<file path="src/rtl/imem_loader.sv">
// Byte-stream program loader and combinational fetch port for the core.
// Holds the core in reset until a full, checksum-clean program is written.
module imem_loader #(
    parameter int DEPTH  = 32,
    parameter int ADDR_W = 5,
    parameter int INST_W = 16
) (
    input  logic              clk,
    input  logic              reset,
    input  logic              start,
    input  logic              byte_valid,
    input  logic [7:0]        byte_data,
    output logic              byte_ready,
    input  logic [ADDR_W-1:0] fetch_addr,
    output logic [INST_W-1:0] fetch_inst,
    output logic              cpu_hold,
    output logic              load_done,
    output logic              load_error
);

    typedef enum logic [2:0] {
        IDLE,
        COUNT,
        HI,
        LO,
        CHECK,
        DONE,
        ERROR
    } state_t;

    localparam logic [7:0] MAX_N = 8'(DEPTH);

    state_t            state;
    state_t            state_nx;
    logic [7:0]        hi_q;
    logic [7:0]        chk_q;
    logic [ADDR_W-1:0] last_q;
    logic [ADDR_W-1:0] waddr_q;
    logic              done_q;
    logic [INST_W-1:0] mem [DEPTH];

    logic accept;
    logic count_ok;
    logic last_word;

    assign accept     = byte_valid & byte_ready;
    assign count_ok   = (byte_data != 8'd0) && (byte_data <= MAX_N);
    assign last_word  = (waddr_q == last_q);

    assign byte_ready = (state == COUNT) || (state == HI) ||
                        (state == LO) || (state == CHECK);
    assign cpu_hold   = (state != DONE);
    assign load_error = (state == ERROR);
    assign load_done  = done_q;
    assign fetch_inst = mem[fetch_addr];

    always_ff @(posedge clk or posedge reset) begin
        if (reset) begin
            state <= IDLE;
        end else begin
            state <= state_nx;
        end
    end

    always_comb begin
        state_nx = state;
        unique case (state)
            IDLE:  if (start) state_nx = COUNT;
            COUNT: if (accept) state_nx = count_ok ? HI : ERROR;
            HI:    if (accept) state_nx = LO;
            LO:    if (accept) state_nx = last_word ? CHECK : HI;
            CHECK: if (accept) state_nx = (byte_data == chk_q) ? DONE : ERROR;
            DONE:  if (start) state_nx = COUNT;
            ERROR: if (start) state_nx = COUNT;
            default: state_nx = IDLE;
        endcase
    end

    // last_q holds N-1 so the final-word compare stays ADDR_W wide
    always_ff @(posedge clk or posedge reset) begin
        if (reset) begin
            hi_q    <= '0;
            chk_q   <= '0;
            last_q  <= '0;
            waddr_q <= '0;
            done_q  <= 1'b0;
            for (int i = 0; i < DEPTH; i++) begin
                mem[i] <= '0;
            end
        end else begin
            done_q <= 1'b0;
            if (accept) begin
                unique case (state)
                    COUNT: begin
                        last_q  <= ADDR_W'(byte_data - 8'd1);
                        waddr_q <= '0;
                        chk_q   <= byte_data;
                    end
                    HI: begin
                        hi_q  <= byte_data;
                        chk_q <= chk_q ^ byte_data;
                    end
                    LO: begin
                        mem[waddr_q] <= {hi_q, byte_data};
                        chk_q        <= chk_q ^ byte_data;
                        if (!last_word) begin
                            waddr_q <= waddr_q + 1'b1;
                        end
                    end
                    CHECK: begin
                        done_q <= (byte_data == chk_q);
                    end
                    default: begin
                    end
                endcase
            end
        end
    end

endmodule

</file>
<file path="config.mk">
export PLATFORM = sky130hd
export DESIGN_NAME = imem_loader
export DESIGN_NICKNAME = d
export VERILOG_FILES = /design/src/rtl/imem_loader.sv
export SDC_FILE = /design/constraint.sdc
export NUM_CORES = 1
export LEC_CHECK = 0
export CAP_MARGIN = 20
export CELL_PAD_IN_SITES_DETAIL_PLACEMENT = 1
export CELL_PAD_IN_SITES_GLOBAL_PLACEMENT = 1
export CORE_MARGIN = 1
export CORE_UTILIZATION = 53
export CTS_CLUSTER_DIAMETER = 40
export DETAILED_ROUTE_END_ITERATION = 6
export GPL_TIMING_DRIVEN = 0
export PLACE_DENSITY = 0.8
export SLEW_MARGIN = 20
export SYNTH_ARGS = -nofsm -noshare
export SYNTH_HDL_FRONTEND = slang
export SYNTH_SLANG_ARGS = --single-unit
</file>
<file path="constraint.sdc">
create_clock -name clk -period 29.1 [get_ports clk]
set_clock_uncertainty 0.2 [all_clocks]
set_input_delay 8.73 -clock clk [delete_from_list [all_inputs] [get_ports clk]]
set_output_delay 8.73 -clock clk [all_outputs]
set_load 0.01 [all_outputs]
</file>
======== After elaboration in Yosys (flattened, before gate mapping) ========
Cells that the tools add are included.
word-level totals
  bits in latches ......................... 0
  bits in writable memories ............... 0
  input port bits ......................... 17
  memories ................................ 0
  logic and storage cells ................. 100
  memory bits (read-only) ................. 0
  register bits ........................... 542
  output and inout port bits .............. 20
cells by class
  magnitude comparators ................... 4
  reduce and logical (&&, ||, !) cells .... 17
  bitwise gates (word level) .............. 4
  mux-type cells .......................... 20
  shift-type cells ........................ 0
  divide/modulo/power cells ............... 0
  add/sub/neg operators ................... 2
  $mul .................................... 0
  equality and inequality tests ........... 15
operators with widths
  kind                                                                               number
  512-bit bitwise mux                                                                1
  16-bit binary-select mux with 5-bit select                                         1
  16-bit demux with 5-bit select                                                     1
  16-bit two-way mux                                                                 3
  3-bit two-way mux                                                                  7
  8-bit case mux with 2 select lines                                                 1
  3-bit case mux with 5 select lines                                                 1
  6-bit >= comparator (second input constant)                                        2
  5-bit inverter with 6-bit output                                                   2
  2-bit != test (second input constant)                                              5
  5-bit case mux with 2 select lines                                                 1
  3-bit == test (second input constant)                                              3
  8-bit == test                                                                      1
  8-bit by 6-bit less-or-equal comparator with 1-bit output (second input constant)  1
  2-bit AND reduction                                                                4
  8-bit nonzero test                                                                 1
  8-bit XOR                                                                          1
  3-bit by 2-bit == test with 1-bit output (second input constant)                   2
  6-bit by 1-bit < comparator with 1-bit output (second input constant)              1
  5-bit by 1-bit adder with 5-bit output (second input constant)                     1
  5-bit == test                                                                      1
  5-bit two-way mux                                                                  1
  5-bit AND reduction                                                                1
  5-bit by 1-bit subtractor with 5-bit output (second input constant)                1
  13 further kinds                                                                   18

======== Longest topological paths before layout ========
  word-level depth ........................ 7
  mapped depth ............................ 9
  gate-level depth less buffers ........... 6

======== Least setup slack after synthesis ========
OpenSTA, ideal clock, no wires.
  kind .................................... input to output
  start point ............................. in fetch_addr[0]
  end point ............................... out fetch_inst[10]
  stages .................................. 6
  path slack .............................. 9.936 ns
  arrival ................................. 10.234 ns
  cells stage by stage .................... buf_2 -> buf_2 -> buf_2 -> mux4_2 -> a21oi_1 -> nand3_1
between the ends
  cells in the longest elaborated chain, start to end .. 4
ends and longest elaborated chain
  element                                                 line  RTL
  from (decl)                                             14    input logic [ADDR_W-1:0] fetch_addr,
  5-bit inverter with 6-bit output (implied by the code)  55    assign fetch_inst = mem[fetch_addr];
  16-bit binary-select mux with 5-bit select              55
  16-bit two-way mux (implied by the code) (2 in series)  55
  to (decl)                                               15    output logic [INST_W-1:0] fetch_inst,
Every way passes these cells. The select of a mux whose other input is x is not followed.

======== Final worst setup path ========
  start point ............................. in fetch_addr[1]
  end point ............................... out fetch_inst[15]
The elaborated chain is that of the path after synthesis.

==> run summary <==
Syn nets = 1870
Relative slew slack = 26.8%
R2r startpoint = state[1]$_DFFE_PP0P_
Final period utilization = 73.0%
CTS max path bufs = 3
Hold/Removal Path Class = reg2reg
Gpl congestion = 0.861
Die height = 220 µm
Sequential area share after synthesis = 54.1%
Chip Width = 220 µm
Vias in the first global route = 18100
MaxCap Viol Count = 0
Yosys cell types = 44
Cell Rows = 79
Placed insts = 2489
Worst path top cell family by delay = buffers and inverters
P_leak = 0.0142 µW
HP Start = mem[481]$_DFFE_PP0P_
Synthesized area = 25100 µm²
Routed length per instance = 28.6 µm
R2R cell count = 4
Clk_lat worst skew = 0.62 ns
Layout cells sized above 1 = 38.4%
Largest family of logic cells by synthesized area = multiplexers
Slowest library cell on the worst path = clkdlybuf4s50_1
Buffers on Ports = 30
GRT Residual Overflow = 0
Final hold vios = 0
Antenna-violating nets left = 0
R2r setup slk = 26.42 ns
Crit path time final = 21.25 ns
CTS root buf = clkbuf_16
WHS Path Cells = 2
Post-Layout Cell Count = 2640
Aggregate routed wire length = 75.5 mm
Initial antenna violation count = 7
Io pins = 37
Vias per cell = 6.22
# diodes = 0
Hold EP = mem[481]$_DFFE_PP0P_
CTS Buf Count = 83
Final Instance Area = 29300 µm²
Outcome = finished, violations left
Initial drt markers = 1169
CP max stage delay = 0.59 ns
1st-pass router iterations = 7
Register bit total from synthesis = 542
Post-Synth Adder-Cell Area = 0.299%
Startpoint type of the worst setup path = input port
Violated checks = design-rule violations
CP endpoint kind = output port
First-pass GRT wire length = 115 mm
Hold buffer count at cts = 0
Most Used Layer, Global Route = met2
CTS tree = yes
Crit path cell chain = clkdlybuf4s50_1 > buf_4 > buf_2 > buf_2 > mux2i_1 > a22oi_1 > nand3_1 > nand3_1 > clkdlybuf4s50_1
Residual DRC count = 2
Post-Synth Simple-Gate Area = 4.63%
Worst Path Max Fanout = 10
Max VDD drop = 0.0000564 V
Nets = 1990
Post-CTS sizing = 0
Core ar. = 46700 µm²
Met1 Use GR = 42.9%
Synth Instances = 1847
Via Count = 16400
CTS sink count = 542
FMAX = 47.1 MHz
Buffer and inverter count on the worst path = 5
Pwr per Cell Area = 79.7 nW/µm²
EDFF count, synth = 0
Mux share of post-synthesis cell area = 31.3%
Unrepaired setup endpoints after global routing = false
Hold slack = 0.278 ns
Most used DFF post-synth = dfrtp_1
Post-Synth XOR/XNOR Area = 0.943%
DP Area = 26300 µm²
Synth warnings = 0
Clock-pin slew on the worst setup and hold paths = 0.05 ns
DIE AREA = 48200 µm²
GRT Overall Usage = 32.6%
Required time worst endpoint = 20.17 ns
WP data arrival = 12.32 ns
Largest net degree at the start of global routing = 109
Compound-Gate Fraction of Synth Area = 4.92%
Critical path type = in2out
Async S/R FF share, synth = 100%
Setup Buffers After CTS = 0
Grt met2 use = 53.4%
Met3 Track Usage GR = 6.56%
Pin slew with the least headroom to its limit = 1.09 ns
Starting density of the core = 53.8%
Detailed placement HPWL = 49.6 mm
Critical R2R Capture = hi_q[1]$_DFFE_PP0P_
Synth Area per Inst = 13.6 µm²
H-tree lvl count = 3
Fin. max-slew vios = 0
Final Setup Violations = 0
Area growth syn-to-layout = 16.8%
-- stage by stage --
| stage | total power (µW) | setup TNS, ns | setup slack, ns | util [%] |
|---|---|---|---|---|
| floorplan | 1120 | 0 | 5.02 | - |
| global placement | 1220 | -221.50 | -0.465 | 56.0 |
| detailed placement | 1250 | 0 | 8.02 | 56.3 |
| CTS | 2340 | 0 | 7.93 | 62.8 |
| global route | 2410 | 0 | 7.74 | 62.8 |
| finish | 2330 | 0 | 7.85 | 62.8 |
-- how the worst max path moves through the flow --
| stage | start | endpoint | slack [ns] | cells past startpoint |
|---|---|---|---|---|
| finish | fetch_addr[1] | fetch_inst[15] | 7.85 | 9 |
| global route | fetch_addr[1] | fetch_inst[15] | 7.74 | 9 |
| CTS | fetch_addr[1] | fetch_inst[15] | 7.93 | 9 |
| detailed placement | fetch_addr[1] | fetch_inst[15] | 8.02 | 9 |
| global placement | reset | chk_q[0]$_DFFE_PP0P_ | -0.47 | 2 |
| floorplan | reset | chk_q[0]$_DFFE_PP0P_ | 5.02 | 1 |
-- synthesized netlist by cell type, types with 3 or more instances --
library cell / count / share of area [%]
a22oi_1: 65 / 1.9
inv_1: 37 / 0.55
nor3b_2: 3 / 0.15
xnor2_1: 12 / 0.42
o22ai_1: 18 / 0.45
mux4_2: 64 / 5.7
nand3_1: 37 / 0.74
buf_6: 9 / 0.40
buf_2: 28 / 0.56
dfrtp_1: 542 / 54
xor2_1: 15 / 0.52
mux2_2: 456 / 20
ha_1: 6 / 0.30
nand2_1: 97 / 1.5
and3b_1: 3 / 0.10
nor2_1: 13 / 0.19
mux2i_1: 128 / 5.1
a31oi_1: 16 / 0.40
o21ai_0: 72 / 1.4
nor2b_1: 19 / 0.47
a21oi_1: 21 / 0.42
nor3_1: 3 / 0.060
and3_1: 7 / 0.17
buf_4: 32 / 0.96
nand3b_1: 3 / 0.090
buf_1: 3 / 0.045
clkbuf_1: 84 / 1.3
nand2_2: 32 / 0.80
-- layout make-up --
type	count	area [µm²]
Tap cell	607	759
Buffer	156	808
Sequential cell	542	13600
Inverter	38	150
Clock inverter	54	726
Fill cell	4388	17400
Timing Repair Buffer	35	438
Clock buffer	97	2280
Multi-Input combinational cell	1111	10600
-- power breakdown --
part	internal (µW)	switching [µW]	total, µW
Clock	686	394	1080
Combinational	136	220	356
Sequential	837	60.9	898
Total	1660	675	2330
-- routing by layer --
metal / vias up / part of all wire [%]
li1: 6934 / -
met1: 8805 / 42
met2: 490 / 50
met3: 165 / 5.2
met4: 14 / 3.2
met5: - / 0.12
-- cell families (layout without fill, tap and decap cells) --
kind of cell	after synthesis	in the layout
muxes	648	648
DFF	542	542
and+or+nand+nor	230	230
AOI/OAI and AO/OA	200	200
buffers and inverters	194	380
xor gates and xnor gates	27	27
adders and majority gates	6	6
-- cells in the final DEF (no fill, tap or decap), drive strengths merged, types with 6 or more instances in the layout --
master,instances
nor2,13
clkinvlp,6
mux4,64
o21ai,72
clkdlybuf4s50,30
buf,77
o22ai,18
clkinv,18
and3,7
nor2b,19
ha,6
clkbuf,181
a31oi,16
xnor2,12
nand3,37
a22oi,65
a21oi,21
mux2,456
dfrtp,542
xor2,15
mux2i,128
inv,55
bufinv,13
nand2,129
-- sequential cells by signal, summed over array words and instances, names as in the netlist --
signal	cells
mem	512
waddr_q	5
state	3
load_done	1
last_q	5
hi_q	8
chk_q	8
-- worst register-to-register path: stages (launching register included) --
cell and delay (ns):
dfrtp_1 0.38, buf_2 0.25, clkinv_1 0.31, nor3_2 0.97
mux2_2 0.46
Note: power is estimated with default switching activity, not from simulation.
